[src/rtl/tm_msg_gen.sv]
// -----------------------------------------------------------------------------
// tm_msg_gen
// Message generator that feeds the byte coder over the q / q_rdy / cd_busy
// handshake. Each frame is sent in this order:
//   1. MARKER
//   2. FLAG
//   3. PAYLOAD_LEN payload bytes, lowest byte first, latched when start is accepted
//   4. with TM_MSG_CHKSUM_EN defined, a checksum byte: the sum mod 2^DATA_W of
//      all preceding bytes of the frame
//
// Build macro:
//   TM_MSG_CHKSUM_EN - append the checksum byte. When undefined, neither the
//                      checksum byte nor its accumulator exists.
//
// Ports:
//   clk      in   1                   clock, all logic on posedge
//   n_rst    in   1                   asynchronous active-low reset
//   start    in   1                   frame request, sampled only while idle
//   payload  in   PAYLOAD_LEN*DATA_W  payload bytes, [DATA_W-1:0] sent first
//   cd_busy  in   1                   coder busy (synchronous to clk)
//   q        out  DATA_W              current frame byte
//   q_rdy    out  1                   q valid, waiting for the coder
//   busy     out  1                   frame in progress
//   msg_end  out  1                   one-cycle pulse after last byte consumed
//   byte_idx out  4                   index of the byte on q (0 = MARKER)
// -----------------------------------------------------------------------------
module tm_msg_gen #(
    parameter int                DATA_W      = 8,
    parameter int                PAYLOAD_LEN = 2,
    parameter logic [DATA_W-1:0] MARKER      = DATA_W'(8'h7E),
    parameter logic [DATA_W-1:0] FLAG        = DATA_W'(8'h01)
) (
    input  logic                          clk,
    input  logic                          n_rst,
    input  logic                          start,
    input  logic [PAYLOAD_LEN*DATA_W-1:0] payload,
    input  logic                          cd_busy,
    output logic [DATA_W-1:0]             q,
    output logic                          q_rdy,
    output logic                          busy,
    output logic                          msg_end,
    output logic [3:0]                    byte_idx
);

`ifdef TM_MSG_CHKSUM_EN
    localparam int N = 3 + PAYLOAD_LEN;
`else
    localparam int N = 2 + PAYLOAD_LEN;
`endif
    localparam logic [3:0] LAST_IDX = 4'(N - 1);

    typedef enum logic [1:0] {IDLE, SEND, ACK} state_t;

    state_t                          state_q, state_d;
    logic [DATA_W-1:0]               q_q, q_d;
    logic                            q_rdy_q, q_rdy_d;
    logic                            msg_end_q, msg_end_d;
    logic [3:0]                      byte_idx_q, byte_idx_d;
    logic [PAYLOAD_LEN*DATA_W-1:0]   payload_q, payload_d;
    logic                            cd_busy_dly_q, cd_busy_dly_d;
`ifdef TM_MSG_CHKSUM_EN
    logic [DATA_W-1:0]               chk_q, chk_d;
`endif

    logic              rise, fall;
    logic [3:0]        idx_inc;
    logic [DATA_W-1:0] next_byte;
    logic [DATA_W-1:0] pay_bytes [PAYLOAD_LEN];

    genvar gi;
    generate
        for (gi = 0; gi < PAYLOAD_LEN; gi++) begin : g_unpack
            assign pay_bytes[gi] = payload_q[gi*DATA_W +: DATA_W];
        end
    endgenerate

    // Edge detect on the coder busy line. A pulse shorter than one clock is
    // invisible here by design.
    assign cd_busy_dly_d = cd_busy;
    assign rise          = cd_busy & ~cd_busy_dly_q;
    assign fall          = ~cd_busy & cd_busy_dly_q;
    assign idx_inc       = byte_idx_q + 4'd1;

    // Byte that follows the one currently on q. Index 0 (MARKER) is loaded
    // directly from IDLE, so it never appears here.
    always_comb begin
        next_byte = FLAG;
        for (int i = 0; i < PAYLOAD_LEN; i++) begin
            if (idx_inc == 4'(i + 2)) begin
                next_byte = pay_bytes[i];
            end
        end
`ifdef TM_MSG_CHKSUM_EN
        if (idx_inc == LAST_IDX) begin
            next_byte = chk_q;
        end
`endif
    end

    always_comb begin
        state_d    = state_q;
        q_d        = q_q;
        q_rdy_d    = q_rdy_q;
        msg_end_d  = 1'b0;
        byte_idx_d = byte_idx_q;
        payload_d  = payload_q;
`ifdef TM_MSG_CHKSUM_EN
        chk_d      = chk_q;
`endif
        case (state_q)
            IDLE: begin
                q_d        = '0;
                q_rdy_d    = 1'b0;
                byte_idx_d = 4'd0;
`ifdef TM_MSG_CHKSUM_EN
                chk_d      = '0;
`endif
                if (start) begin
                    payload_d = payload;
                    q_d       = MARKER;
                    q_rdy_d   = 1'b1;
                    state_d   = SEND;
`ifdef TM_MSG_CHKSUM_EN
                    // The accumulator picks up each byte as it is put on q.
                    chk_d     = MARKER;
`endif
                end
            end
            SEND: begin
                // Only a fresh rising edge counts as consumption; a coder that
                // was already busy on entry must drop and raise again.
                if (rise) begin
                    q_rdy_d = 1'b0;
                    state_d = ACK;
                end
            end
            ACK: begin
                if (fall) begin
                    if (byte_idx_q < LAST_IDX) begin
                        byte_idx_d = idx_inc;
                        q_d        = next_byte;
                        q_rdy_d    = 1'b1;
                        state_d    = SEND;
`ifdef TM_MSG_CHKSUM_EN
                        if (idx_inc != LAST_IDX) begin
                            chk_d = chk_q + next_byte;
                        end
`endif
                    end else begin
                        byte_idx_d = 4'd0;
                        q_d        = '0;
                        q_rdy_d    = 1'b0;
                        msg_end_d  = 1'b1;
                        state_d    = IDLE;
                    end
                end
            end
            default: state_d = IDLE;
        endcase
    end

    always_ff @(posedge clk or negedge n_rst) begin
        if (!n_rst) begin
            state_q       <= IDLE;
            q_q           <= '0;
            q_rdy_q       <= 1'b0;
            msg_end_q     <= 1'b0;
            byte_idx_q    <= 4'd0;
            payload_q     <= '0;
            cd_busy_dly_q <= 1'b0;
`ifdef TM_MSG_CHKSUM_EN
            chk_q         <= '0;
`endif
        end else begin
            state_q       <= state_d;
            q_q           <= q_d;
            q_rdy_q       <= q_rdy_d;
            msg_end_q     <= msg_end_d;
            byte_idx_q    <= byte_idx_d;
            payload_q     <= payload_d;
            cd_busy_dly_q <= cd_busy_dly_d;
`ifdef TM_MSG_CHKSUM_EN
            chk_q         <= chk_d;
`endif
        end
    end

    assign q        = q_q;
    assign q_rdy    = q_rdy_q;
    assign busy     = (state_q != IDLE);
    assign msg_end  = msg_end_q;
    assign byte_idx = byte_idx_q;

endmodule

[config.mk]
export PLATFORM = sky130hd
export DESIGN_NAME = tm_msg_gen
export DESIGN_NICKNAME = d
export VERILOG_FILES = /design/src/rtl/tm_msg_gen.sv
export SDC_FILE = /design/constraint.sdc
export NUM_CORES = 1
export LEC_CHECK = 0
export CELL_PAD_IN_SITES_DETAIL_PLACEMENT = 1
export CELL_PAD_IN_SITES_GLOBAL_PLACEMENT = 1
export CORE_MARGIN = 2
export CORE_UTILIZATION = 38
export DETAILED_ROUTE_END_ITERATION = 8
export PLACE_DENSITY = 0.74
export SETUP_SLACK_MARGIN = 0.5
export SLEW_MARGIN = 10
export SYNTH_ARGS = -nofsm -noshare
export SYNTH_HDL_FRONTEND = slang
export SYNTH_SLANG_ARGS = --single-unit
[constraint.sdc]
create_clock -name clk -period 1.8 [get_ports clk]
set_input_delay 0.27 -clock clk [delete_from_list [all_inputs] [get_ports clk]]
set_output_delay 0.27 -clock clk [all_outputs]
set_load 0.05 [all_outputs]
* Word level (Yosys, flattened, before mapping)
Cells that the tools add are included.
** Word-level totals
- Bits in registers :: 33
- Output and inout port bits :: 15
- Word-level logic and storage cells :: 50
** Operators by class
- Add/subtract/negate cells :: 1
- $lt $le $gt $ge :: 1
- Equality and inequality tests :: 7
- Muxes and demuxes :: 22
- Bitwise logic cells :: 4
- Reduce and logical (&&, ||, !) cells :: 8
** Operator list (count)
- $mux W8 :: 4
- $pmux W8 S2 :: 1
- $eq A4 B2 Y1 const B :: 2
- $mux W1 :: 8
- $mux W4 :: 2
- $pmux W4 S2 :: 1
- $mux W7 :: 1
- $mux W2 :: 3
- $ne A2 B2 Y1 const B :: 3
- $pmux W2 S3 :: 1
- $reduce_and A3 Y1 :: 2
- $add A4 B1 Y4 const B :: 1
- $lt A4 B2 Y1 const B :: 1
- $reduce_and A2 Y1 :: 2
- $reduce_bool A2 Y1 :: 2
- $pmux W1 S3 :: 1
- $reduce_bool A3 Y1 :: 1
- $and A1 B1 Y1 :: 2
- $eq A2 B1 Y1 const B :: 1
- $eq A2 B2 Y1 const B :: 1
- $logic_not A2 Y1 :: 1
- $not A1 Y1 :: 2

* Depth between registers and ports, before layout
- Depth after elaboration :: 7
- Depth in mapped cells :: 7
- Mapped depth without buffers :: 6

* Worst setup path after synthesis
Ideal clock, no wire load.
- Path kind :: flip-flop to flip-flop
- Start :: register byte_idx_q[0] (netlist: byte_idx[0])
- End :: register q_q[1] (netlist: q[1])
- Setup time :: 0.127 ns
- Arrival time :: 1.532 ns
- Required time :: 1.673 ns
- Path slack :: 0.142 ns
- Cell stages (with the launch flop) :: 7
- Clock period less this slack :: 1.658 ns
- Cells stage by stage :: dfrtp_1 ha_1 nor3_4 and3_1 buf_2 a22oi_1 nand2_1
** Between the ends
- Word-level cells in the longest chain between the ends :: 7
** Ends and longest elaborated chain
- start: declaration :: RTL line 58 : logic [3:0] byte_idx_q, byte_idx_d;
- start signal: assignment :: RTL line 179 : byte_idx_q <= byte_idx_d;
- $add A4 B1 Y4 :: RTL line 82 : assign idx_inc = byte_idx_q + 4'd1;
- $eq A4 B2 Y1 :: RTL line 89 : if (idx_inc == 4'(i + 2)) begin
- $mux W8 (2 in a row) :: RTL line 89
- $mux W8 * :: RTL line 139 : if (byte_idx_q < LAST_IDX) begin
- $mux W8 * :: RTL line 138 : if (fall) begin
- $pmux W8 S2 * :: RTL line 110 : case (state_q)
- end signal: assignment :: RTL line 176 : q_q <= q_d;
- end: declaration :: RTL line 55 : logic [DATA_W-1:0] q_q, q_d;
Every way passes the cells marked *; elsewhere a longest branch is shown, timed or not. The select of a mux whose other input is x is not followed.
A chain may end at the register's enable or synchronous reset.

* Worst setup path in the final report
- Start :: register state_q[1]
- End :: output port busy
** Between the ends
- Word-level cells in the longest chain between the ends :: 1
** Ends and longest elaborated chain
- start: declaration :: RTL line 54 : state_t state_q, state_d;
- start signal: assignment :: RTL line 175 : state_q <= state_d;
- $reduce_bool A2 Y1 :: RTL line 190 : assign busy = (state_q != IDLE);
- end: declaration :: RTL line 40 : output logic busy,
No other way between the ends.

==> metrics.txt <==
outcome=finished, final reports clean; H-tree levels=2; Placer Congestion=0.773; total leakage power=1.03 nW; combined buffer and inverter count along the critical path=3; via count of the first global-routing pass=1,260; synthesized area divided by synthesized cell count=11.4 µm²; endpoints failing hold=0; antenna cells=0; total clock sinks=33; skew final=0.00764 ns; power per cell area=1820 nW/µm²; gate family responsible for the most delay along the worst path=flip-flops; slew at the pin closest to its max-slew limit=0.428 ns; fmax=0.645 GHz; type of the setup path with the least slack=flip-flop to output pin; die height=67.8 µm; pin count of the biggest net entering global routing=34; library cell used as clock root buffer=sky130_fd_sc_hd__clkbuf_8; Filler Cell Count=410; setup ws final=0.249 ns; overall overflow remaining after global route=0; global-route wire length before repair=6.41 mm; share of cells above drive strength 1=46.2%; Min-Delay Path Class=primary input to asynchronous set/reset pin; MaxCap Viol Count=0; Clock Tree Buf Depth=2; clock buffer count from CTS=5; Cell Chain, Critical Path=inv_4, ha_4, clkinvlp_4, buf_12; standard cell core area=3970 µm²; most used cells in the layout excluding fill and tap cells=29 x sky130_fd_sc_hd__dfrtp_1, 23 x sky130_fd_sc_hd__nand2_1, 19 x sky130_fd_sc_hd__clkdlybuf4s50_1; setup repair after global routing missed its margin=true; post-place setup slack=-0.203 ns; Critical Path RT=1.53 ns; relative area change from synthesis to final layout=48.1%; synthesized flop and latch total=33; overall die width=67.8 µm; highest-delay cell along the critical path=sky130_fd_sc_hd__dfrtp_2; number of unique standard cell types used by synthesis=27; Wirelength per Cell=17.7 µm; worst max-slew margin expressed relative to the limit=71.4%; Worst IR Drop VDD=0.959 mV; synthesized instance count=136; Finished Core Util=57.7%; Post-route DRC=0; WP data arrival=1.28 ns; max-slew violation count=0; share of synthesized area occupied by flip-flops and latches=53.4%; critical path capture point type=output pin; area of the die=4600 µm²; Crit path largest cell delay=0.45 ns; I/O Pins=35; Clock Latency Late Sink=0.29 ns; count of final setup violators=0; Final ANT Viol Nets=0; warning count from the yosys run=0; net count of the mapped netlist=163; total vias in the final route=1,219; multi-input gate area in the final layout=813 µm²; number of nets at the end of the flow=212; count of input and output buffers=34; Routed Wire Length=4.17 mm; worst-path fanout max=4; standard-cell row count=23; total track usage=19.7%; number of design-rule violations left by the first detailed-router iteration=59; CTS tree=yes; CTS Hold Buffers Added=0; share of the clock period used by the worst path after layout=86.2%; clock transition time at the flip-flop clock pins of the worst setup and hold paths=0.06 ns; post-DP HPWL=2.58 mm; commonest non-fill, non-tap cell in the layout=sky130_fd_sc_hd__dfrtp_1; Mapped Area=1550 µm²; number of antenna violations at the first check in global routing=0; startpoint class of the critical path=flip-flop; starting density of the core=38.9%; post-route minimum period=1.55 ns; Detailed Routing Iterations Pass 1=4; register area=831 µm²; DR vias/cell=5.17; overall power of the completed layout=4.16 mW
==> per-stage QoR <==
step	std cells	setup TNS [ns]	hold slack (ns)	cell area (µm²)
6_report	236	0	0.390	2290
5_1_grt	236	0	0.428	2290
4_1_cts	234	0	0.402	2220
3_5_place_dp	219	-1.91	0.491	1990
3_3_place_gp	219	-0.693	0.476	1990
2_1_floorplan	136	0	-0.0256	1610
==> sequential cells by signal, summed over array words and instances (netlist names) <==
signal and cells:
payload_q 16, q 8, byte_idx 4, state_q 2
cd_busy_dly_q 1, msg_end 1, q_rdy 1
==> cells in the mapped netlist, drive strengths merged <==
library cell  instances  area share [%]
and2b                 1            0.49
nor2b                 1            0.89
nor2                  3            0.73
mux2                 19              14
nand2                25             6.2
o21ai                11             3.6
inv                   7             1.7
o21bai                1            0.49
and2                  2            0.81
nand3                 2            0.65
nor3                  1             1.1
a21oi                 5             1.9
and3                  1            0.40
or2                   1            0.40
dfrtp                33              53
buf                   5             2.6
nand2b                1            0.40
mux2i                 1            0.65
a22oi                 6             2.9
o22ai                 1            0.81
clkbuf                2            0.49
ha                    7             5.7
==> power by group <==
part           internal (mW)  switching (mW)
Combinational           1.06            1.19
Sequential              1.06           0.243
Clock                  0.345           0.265
Total                   2.47            1.69
==> worst reg2reg max path: cells and delay by family (launching register included) <==
kind,cells,cell delay [ns]
buffers and inverters,1,0.09
adder cells (fa/ha/maj),1,0.15
flip-flops,1,0.45
AND/OR/NAND/NOR,1,0.22
multiplexers,1,0.35
AO/OA/AOI/OAI,1,0.15
==> routing by layer <==
| layer | wire (µm) | global-route usage (%) | share of wire (%) | vias up |
|---|---|---|---|---|
| met5 | 0 | 0 | 0 | - |
| met4 | 166 | 8.00 | 4.0 | 0 |
| li1 | - | - | - | 553 |
| met3 | 185 | 5.00 | 4.4 | 17 |
| met1 | 1630 | 22.4 | 39 | 614 |
| met2 | 2190 | 35.0 | 52 | 35 |
==> what timing repair did <==
item | CTS | global route
pin swaps | 2 | 2
resized for setup | 56 | 18
gates cloned | 1 | 0
setup endpoints to repair | 39 | 33
setup buffers | 6 | 2
==> worst paths after layout <==
path	start	end	slack, ns	depth (start not counted)
max in group asynchronous	n_rst	state_q[0]$_DFFE_PN0P_	1.08	2
min	n_rst	cd_busy_dly_q$_DFF_PN0_	0.39	2
max reg2reg	state_q[1]$_DFFE_PN0P_	q_rdy$_DFFE_PN0P_	0.27	5
min in group clk	q[7]$_DFFE_PN0P_	q[7]$_DFFE_PN0P_	0.50	2
max	state_q[1]$_DFFE_PN0P_	busy	0.25	4
min reg2reg	q[7]$_DFFE_PN0P_	q[7]$_DFFE_PN0P_	0.50	2
==> cell type report <==
cell class,count,area share [%]
Sequential cell,33,36.3
Clock inverter,1,0.218
Inverter,7,1.53
Clock buffer,7,4.21
Timing Repair Buffer,49,19.6
Multi-Input combinational cell,89,35.5
Tap cell,50,2.73
==> logic make-up (layout without fill, tap and decap cells) <==
| group | Yosys count | after routing | synth area share, % |
|---|---|---|---|
| adder cells (fa/ha/maj) | 7 | 7 | 5.66 |
| AND/OR/NAND/NOR | 38 | 38 | 12.1 |
| AO/OA/AOI/OAI | 24 | 24 | 9.63 |
| flip-flops | 33 | 33 | 53.4 |
| buffers and inverters | 14 | 64 | 4.77 |
| multiplexers | 20 | 20 | 14.5 |
No activity file was read; power rests on OpenSTA's default activity.
